### src/rtl/pll_sup_pkg.sv
// Shared types and sizing helpers for the PLL lock supervisor.
package pll_sup_pkg;

    typedef enum logic [2:0] {
        HOLD,
        WAIT_LOCK,
        SETTLE,
        RUN,
        LOST
    } pll_state_t;

    localparam int unsigned DIAG_W = 8;

    // Width of the shared phase counter: enough to count to the largest limit.
    function automatic int unsigned cnt_width(input int unsigned a,
                                              input int unsigned b,
                                              input int unsigned c);
        int unsigned m;
        m = a;
        if (b > m) m = b;
        if (c > m) m = c;
        return (m < 2) ? 1 : $clog2(m);
    endfunction

endpackage

### src/rtl/sync_2ff.sv
// Generic two-flop synchroniser for a single asynchronous level.
module sync_2ff (
    input  logic clk,
    input  logic rst,
    input  logic d,
    output logic q
);

    logic meta;

    always_ff @(posedge clk or posedge rst) begin
        if (rst) begin
            meta <= 1'b0;
            q    <= 1'b0;
        end else begin
            meta <= d;
            q    <= meta;
        end
    end

endmodule

### src/rtl/pll_lock_supervisor.sv
// Sequences the reference-clocked PLL through reset, lock qualification and
// settle, and holds the system in reset until a qualified lock has persisted.
module pll_lock_supervisor
    import pll_sup_pkg::*;
#(
    parameter int unsigned SETTLE_CYCLES       = 65536,
    parameter int unsigned LOCK_TIMEOUT_CYCLES = 500000,
    parameter int unsigned PLL_RESET_CYCLES    = 16,
    parameter int unsigned LOCK_FILTER         = 8
) (
    input  logic              clk,
    input  logic              reset,
    input  logic              pll_lock,
    output logic              pll_resetb,
    output logic              pll_bypass,
    output logic              sys_reset,
    output logic              locked,
    output logic [DIAG_W-1:0] retry_count,
    output logic [DIAG_W-1:0] loss_count
);

    localparam int unsigned CNT_W  = cnt_width(SETTLE_CYCLES, LOCK_TIMEOUT_CYCLES, PLL_RESET_CYCLES);
    localparam int unsigned FILT_W = $clog2(LOCK_FILTER + 1);

    localparam logic [CNT_W-1:0]  HOLD_LAST    = CNT_W'(PLL_RESET_CYCLES - 1);
    localparam logic [CNT_W-1:0]  TIMEOUT_LAST = CNT_W'(LOCK_TIMEOUT_CYCLES - 1);
    localparam logic [CNT_W-1:0]  SETTLE_LAST  = CNT_W'(SETTLE_CYCLES - 1);
    localparam logic [FILT_W-1:0] FILT_MAX     = FILT_W'(LOCK_FILTER);

    pll_state_t        state, state_n;
    logic [CNT_W-1:0]  cnt;
    logic [FILT_W-1:0] filt;
    logic              lock_s;
    logic              lock_ok;
    logic              retry_inc;
    logic              loss_inc;

    sync_2ff u_lock_sync (
        .clk (clk),
        .rst (reset),
        .d   (pll_lock),
        .q   (lock_s)
    );

    assign lock_ok = (filt == FILT_MAX);

    // Lock qualification: any low sample restarts the run of high samples.
    always_ff @(posedge clk or posedge reset) begin
        if (reset) begin
            filt <= '0;
        end else if (!lock_s) begin
            filt <= '0;
        end else if (!lock_ok) begin
            filt <= filt + FILT_W'(1);
        end
    end

    always_ff @(posedge clk or posedge reset) begin
        if (reset) begin
            state <= HOLD;
        end else begin
            state <= state_n;
        end
    end

    always_comb begin
        state_n   = state;
        retry_inc = 1'b0;
        loss_inc  = 1'b0;
        case (state)
            HOLD: begin
                if (cnt == HOLD_LAST) state_n = WAIT_LOCK;
            end
            WAIT_LOCK: begin
                if (lock_ok) begin
                    state_n = SETTLE;
                end else if (cnt == TIMEOUT_LAST) begin
                    state_n   = HOLD;
                    retry_inc = 1'b1;
                end
            end
            SETTLE: begin
                if (!lock_s) begin
                    state_n = WAIT_LOCK;
                end else if (cnt == SETTLE_LAST) begin
                    state_n = RUN;
                end
            end
            RUN: begin
                // Loss is acted on from the raw synchronised level, unfiltered.
                if (!lock_s) begin
                    state_n  = LOST;
                    loss_inc = 1'b1;
                end
            end
            LOST: begin
                state_n = HOLD;
            end
            default: begin
                state_n = HOLD;
            end
        endcase
    end

    // Shared phase counter, restarted on every state entry; idle in RUN.
    always_ff @(posedge clk or posedge reset) begin
        if (reset) begin
            cnt <= '0;
        end else if (state_n != state) begin
            cnt <= '0;
        end else if (state != RUN) begin
            cnt <= cnt + CNT_W'(1);
        end
    end

    // Outputs decoded from the next state so they move with the state register.
    always_ff @(posedge clk or posedge reset) begin
        if (reset) begin
            pll_resetb  <= 1'b0;
            pll_bypass  <= 1'b0;
            sys_reset   <= 1'b1;
            locked      <= 1'b0;
            retry_count <= '0;
            loss_count  <= '0;
        end else begin
            pll_resetb <= (state_n != HOLD);
            pll_bypass <= 1'b0;
            sys_reset  <= (state_n != RUN);
            locked     <= (state_n == RUN);
            if (retry_inc && (retry_count != '1)) begin
                retry_count <= retry_count + DIAG_W'(1);
            end
            if (loss_inc && (loss_count != '1)) begin
                loss_count <= loss_count + DIAG_W'(1);
            end
        end
    end

endmodule

### config.mk
export PLATFORM = sky130hd
export DESIGN_NAME = pll_lock_supervisor
export DESIGN_NICKNAME = d
export VERILOG_FILES = /design/src/rtl/pll_sup_pkg.sv /design/src/rtl/sync_2ff.sv /design/src/rtl/pll_lock_supervisor.sv
export SDC_FILE = /design/constraint.sdc
export NUM_CORES = 1
export LEC_CHECK = 0
export ABC_AREA = 1
export BUFFER_PORTS_ARGS = -buffer_cell sky130_fd_sc_hd__buf_4
export CORE_UTILIZATION = 60
export DETAILED_ROUTE_END_ITERATION = 10
export GPL_TIMING_DRIVEN = 0
export PLACE_DENSITY_LB_ADDON = 0.1
export SYNTH_ARGS = -nofsm -noshare
export SYNTH_HDL_FRONTEND = slang
export SYNTH_HIERARCHICAL = 1
export SYNTH_SLANG_ARGS = --single-unit
### constraint.sdc
create_clock -name clk -period 3.4 [get_ports clk]
set_input_delay 0.68 -clock clk [delete_from_list [all_inputs] [get_ports clk]]
set_output_delay 0.68 -clock clk [all_outputs]
set_load 0.05 [all_outputs]
==> Word level (Yosys, flattened, before mapping) <==
Cells that the tools add are included.
{ "totals": {"output_inout_bits": 20, "reg_bits": 47, "in_bits": 3, "elab_cells": 49} }
{ "classes": {"add_sub_neg": 4, "reduce_logical": 5, "n_eq_ne": 14, "mux": 16} }
{ "op_table": {"columns": ["op", "count"], "rows": [
  ["$mux 19", 2],
  ["$add 19x1->19 const B", 1],
  ["$eq 19x16->1 const B", 1],
  ["$eq 19x19->1 const B", 1],
  ["$eq 19x4->1 const B", 1],
  ["$mux 3", 6],
  ["$add 8x1->8 const B", 2],
  ["$ne 8x8->1 const B", 2],
  ["$pmux 3 s4", 1],
  ["$eq 3x2->1 const B", 3],
  ["$mux 4", 2],
  ["$ne 3x2->1 const B", 2],
  ["$mux 1", 5],
  ["$add 4x1->4 const B", 1],
  ["$eq 4x4->1 const B", 1],
  ["$eq 3x1->1 const B", 1],
  ["$logic_not 3->1", 1],
  ["$ne 3x3->1", 1],
  ["$reduce_bool 3->1", 1],
  ["$logic_and 1x1->1", 2],
  ["$ne 2x2->1 const B", 1],
  ["$reduce_bool 2->1", 1]
]} }

==> Longest topological paths before layout <==
{ "logic_depth": {"depth_word": 6, "depth_mapped": 13, "ltp_nobuf": 12} }

==> By module <==
Netlist, hierarchy kept.
{ "by_module_without_submodules": {"columns": ["module", "instances", "seq_area_each_um2", "area_per_inst_um2", "cells_each"], "rows": [
  ["pll_lock_supervisor", 1, 1127.3, 2489.9, 310],
  ["sync_2ff", 1, 50.0, 53.8, 3]
]} }

==> Worst setup path before layout <==
OpenSTA, ideal clock, no wires.
{ "synth_path": {"path_type": "register -> register", "from": "register loss_count[0]", "to": "register loss_count[4]", "arrival_time_ns": 1.781, "setup_time_ns": 0.127, "path_slack_ns": 1.492, "n_path_buf": 0, "period_less_slack_ns": 1.908, "stages_incl_launch_ff": 9, "required_time_ns": 3.273, "path_cell_list": "dfrtp_1 > ha_1 > inv_1 > nor4_1 > nand3_1 > nand2_2 > inv_2 > nand2_1 > o21ai_0"} }
{ "synth_between": {"elab_chain_cells": 2, "word_cells_on_any_way": 3, "classes_between": "add/sub (1); eq/ne (1); reduce/logical (1)"} }
{ "synth_rtl": {"columns": ["item", "line", "text"], "rows": [
  ["from (decl)", "pll_lock_supervisor.sv:19", "output logic [DIAG_W-1:0] loss_count"],
  ["from (signal assigned)", "pll_lock_supervisor.sv:134", "loss_count <= loss_count + DIAG_W'(1);"],
  ["parallel branches: the longest is 2 deep, another holds $add 8x1->8", null, null]
]} }
Parallel ways; which one is timed is not known.
A chain may end at the register's enable or synchronous reset.

==> Worst setup path after layout <==
{ "layout_path": {"from": "register cnt[0]", "to": "register cnt[1]"} }
{ "layout_between": {"elab_chain_cells": 6, "word_cells_on_any_way": 14, "classes_between": "add/sub (1); eq/ne (4); mux (8); reduce/logical (1)"} }
{ "layout_rtl": {"columns": ["item", "line", "text"], "rows": [
  ["from (decl)", "pll_lock_supervisor.sv:31", "logic [CNT_W-1:0] cnt;"],
  ["from (signal assigned)", "pll_lock_supervisor.sv:112", "cnt <= cnt + CNT_W'(1);"],
  ["$eq 19x16->1 / $eq 19x19->1 (equally long branches)", "pll_lock_supervisor.sv:85, pll_lock_supervisor.sv:77", null],
  ["$mux 3, on equally long branches", "pll_lock_supervisor.sv:85, pll_lock_supervisor.sv:77", null],
  ["$mux 3, on equally long branches", "pll_lock_supervisor.sv:83, pll_lock_supervisor.sv:75", null],
  ["$pmux 3 s4 (*)", "pll_lock_supervisor.sv:70", "case (state)"],
  ["net state_n[0]", "pll_lock_supervisor.sv:30", "pll_state_t state, state_n;"],
  ["$ne 3x3->1 (*)", "pll_lock_supervisor.sv:109", "end else if (state_n != state) begin"],
  ["$mux 19 / $reduce_bool 2->1 (equally long branches)", null, null]
]} }
The timed path passes the listed nets; every way through them passes the cells marked *. The select of a mux whose other input is x is not followed.

==> flow_summary.yaml <==
run_status:
  status: "complete, no violations"
finish:
  syn_to_final_growth_pct: 12.6
  n_fill_cell: 334
  layout-drive-gt1-share_pct: 16.6
  fin_nets: 350
  diodes: 0
clock_tree:
  postCtsSetupBuffers: 0
  numCtsBuffers: 5
  cts-resized-gates: 0
  clockRootBuffer: "clkbuf_8"
  clk_latency_ns: 0.30
  tritoncts: "done"
  cts_buffer_depth: 2
  cts.sinks: 47
  htreeDepth: 2
  hold_buffers: 0
  clk_pin_slew_ns: 0.08
global_route:
  antenna_found_initial: 0
  overflow: 0
  grt_max_degree: 31
  grt_usage_pct: 24.7
  grt_pass1_wl_mm: 8.24
  grt_pass1_vias: 1849
floorplan:
  ios: 23
  initial_core_util_pct: 63.1
  die_area_sq_mm: 0.00450
  rows: 23
  fp.dieW_um: 67.1
  die_y_um: 67.1
  core_area_sq_mm: 0.00403
synthesis:
  synth-seq-area-share_pct: 46.3
  synth_cell_types: 29
  synth_area_sq_mm: 0.00254
  synth_nets: 321
  synth_area_leader_cell: "dfrtp_1"
  synth.area.top_cells: "dfrtp_1 45%, nand2_1 10%, xor2_1 6.5%"
  synth_seq_cells: 47
  synth_top_area_share_pct: 45.3
  syn_area_per_cell_sq_um: 8.13
  ys_warn_count: 6
  syn_inst: 313
worst_setup_path:
  crit_chain: "ha_1, nand3_2, inv_2, nand2_2, nor2_2, nand2_1, nand2_1, nand2_1, nand3_2, nand2_2, nand2_4, buf_8, nor2_2"
  endpoint_kind: "flip-flop"
  r2r_start: "cnt[0]"
  crit_path_start: "cnt[0]"
  cp_top_family: "simple AND/OR/NAND/NOR gates"
  worstPathRequired_ns: 3.59
  slowest_stage: "dfrtp_1"
  cpMostUsedCell: "nand2_1"
  crit_path_max_incr_delay_ns: 0.42
  crit_type: "flip-flop to flip-flop"
  crit_buf_inv: 2
  cp.arrival_ns: 2.03
  start_kind: "flip-flop"
  critPathMaxFanout: 10
detailed_routing:
  ant_nets: 0
  dr_total_vias: 2045
  firstDrtPassIters: 4
  wire_per_inst_um: 12.5
  vias_per_cell: 5.20
  wl_mm: 4.90
  drtIter0Drc: 110
  drc_errors: 0
timing:
  rsz0062_at_grt: "false"
  finalSetupTns_ns: 0
  fin_skew_ns: 0.00711
  setup_violations: 0
  fin_crit_sh_pct: 54.1
  hold_violations: 0
  setup_ws_ns: 1.56
  finalCriticalPeriod_ns: 1.84
  drv_slew: 0
  max_freq_mhz: 544
power:
  leakage_nw: 1.46
  ir_drop_v: 0.000329
  p_per_area_mw_per_mm2: 455
min_path:
  hold_class: "input port to async pin"
placed_design:
  io_buffers: 21
  place_ws_ns: 1.58
  gp_congestion: 0.874
  dp_hpwl_mm: 3.66
flow_run:
  cap_violations: 0
## layout make-up
type / instances / area [sq um] / area share, %
Tap cell: 50 / 62.6 / 2.18
Clock inverter: 1 / 5.00 / 0.175
Clock buffer: 7 / 76.3 / 2.66
Sequential cell: 47 / 1180 / 41.1
Multi-Input combinational cell: 218 / 1170 / 40.7
Buffer: 4 / 35.0 / 1.22
Inverter: 44 / 165 / 5.76
Timing Repair Buffer: 22 / 178 / 6.20
## registers in the layout (all words and copies together), names as in the netlist
| name | cells |
|---|---|
| pll_resetb | 1 |
| retry_count | 8 |
| u_lock_sync/q | 1 |
| state | 3 |
| filt | 4 |
| sys_reset | 1 |
| cnt | 19 |
| u_lock_sync/meta | 1 |
| loss_count | 8 |
| locked | 1 |
## kinds of logic (layout without fill, tap and decap cells)
| kind of cell | Yosys count | in the layout | share of synthesized area [%] |
|---|---|---|---|
| AOI/OAI and AO/OA | 15 | 15 | 3.39 |
| other | 1 | 1 | 0.147 |
| and+or+nand+nor | 169 | 169 | 30.2 |
| muxes | 1 | 1 | 0.394 |
| xor gates and xnor gates | 27 | 27 | 9.30 |
| DFF | 47 | 47 | 46.3 |
| adders and majority gates | 5 | 5 | 2.46 |
| buffers and inverters | 48 | 78 | 7.87 |
## cell usage in the layout (no fill, tap or decap), drive strengths merged
master,synthesis,layout
nand2,72,72
nor2,58,58
dfrtp,46,46
inv,44,44
buf,4,26
xor2,19,19
nand3,18,18
nand4,12,12
o21ai,11,11
xnor2,8,8
clkbuf,0,7
ha,5,5
nor3,4,4
nor4,3,3
nand3b,2,2
o31ai,1,1
mux2i,1,1
o22ai,1,1
a41o,1,1
o21bai,1,1
conb,1,1
clkinv,0,1
dfstp,1,1
## synthesized netlist by cell type, drive strengths merged
cell type	count
nand2	72
nor3	4
xor2	19
conb	1
o21bai	1
nor4	3
xnor2	8
o22ai	1
o21ai	11
nand3b	2
nand3	18
dfstp	1
a41o	1
o31ai	1
nor2	58
buf	4
nand4	12
inv	44
mux2i	1
dfrtp	46
ha	5
## routing by layer
layer  vias to the layer above  GRT usage [%]  part of all wire, %
met1                       959           33.3                   48
met2                        36           39.3                   47
met3                         5           5.65                  3.6
li1                       1045              -                    -
met5                         -              0                    0
met4                         0           7.18                  1.2
## power breakdown
| group | switching [W] | internal, W |
|---|---|---|
| sequential | 0.0000530 | 0.000601 |
| clock | 0.000184 | 0.000145 |
| combinational | 0.000206 | 0.000116 |
| total | 0.000442 | 0.000862 |
## per-stage QoR
step	cell area (sq um)	total power, W	hold slack [ns]	cells	util, %
3_3_place_gp	2760	0.000975	0.334	384	68.6
6_report	2870	0.00130	0.239	393	71.1
2_1_floorplan	2540	0.000915	0.331	313	-
3_5_place_dp	2780	0.000990	0.355	385	69.1
4_1_cts	2870	0.00131	0.238	393	71.1
5_1_grt	2870	0.00137	0.239	393	71.1
## worst reg2reg max path, delay by kind of cell (launching register included)
kind | cells | cell delay [ns]
AND/OR/NAND/NOR | 10 | 0.81
adder cells (fa/ha/maj) | 1 | 0.24
buffers and inverters | 2 | 0.27
flip-flops | 1 | 0.42
## worst paths after layout
check	slack, ns	cells after the start	to
min	0.24	2	u_lock_sync/meta
max reg2reg	1.56	13	cnt[1]
max	1.56	13	cnt[1]
min in group clk	0.37	0	u_lock_sync/q
min reg2reg	0.37	0	u_lock_sync/q
max in group asynchronous	2.49	3	sys_reset
Power figures use the tool's default switching activity.
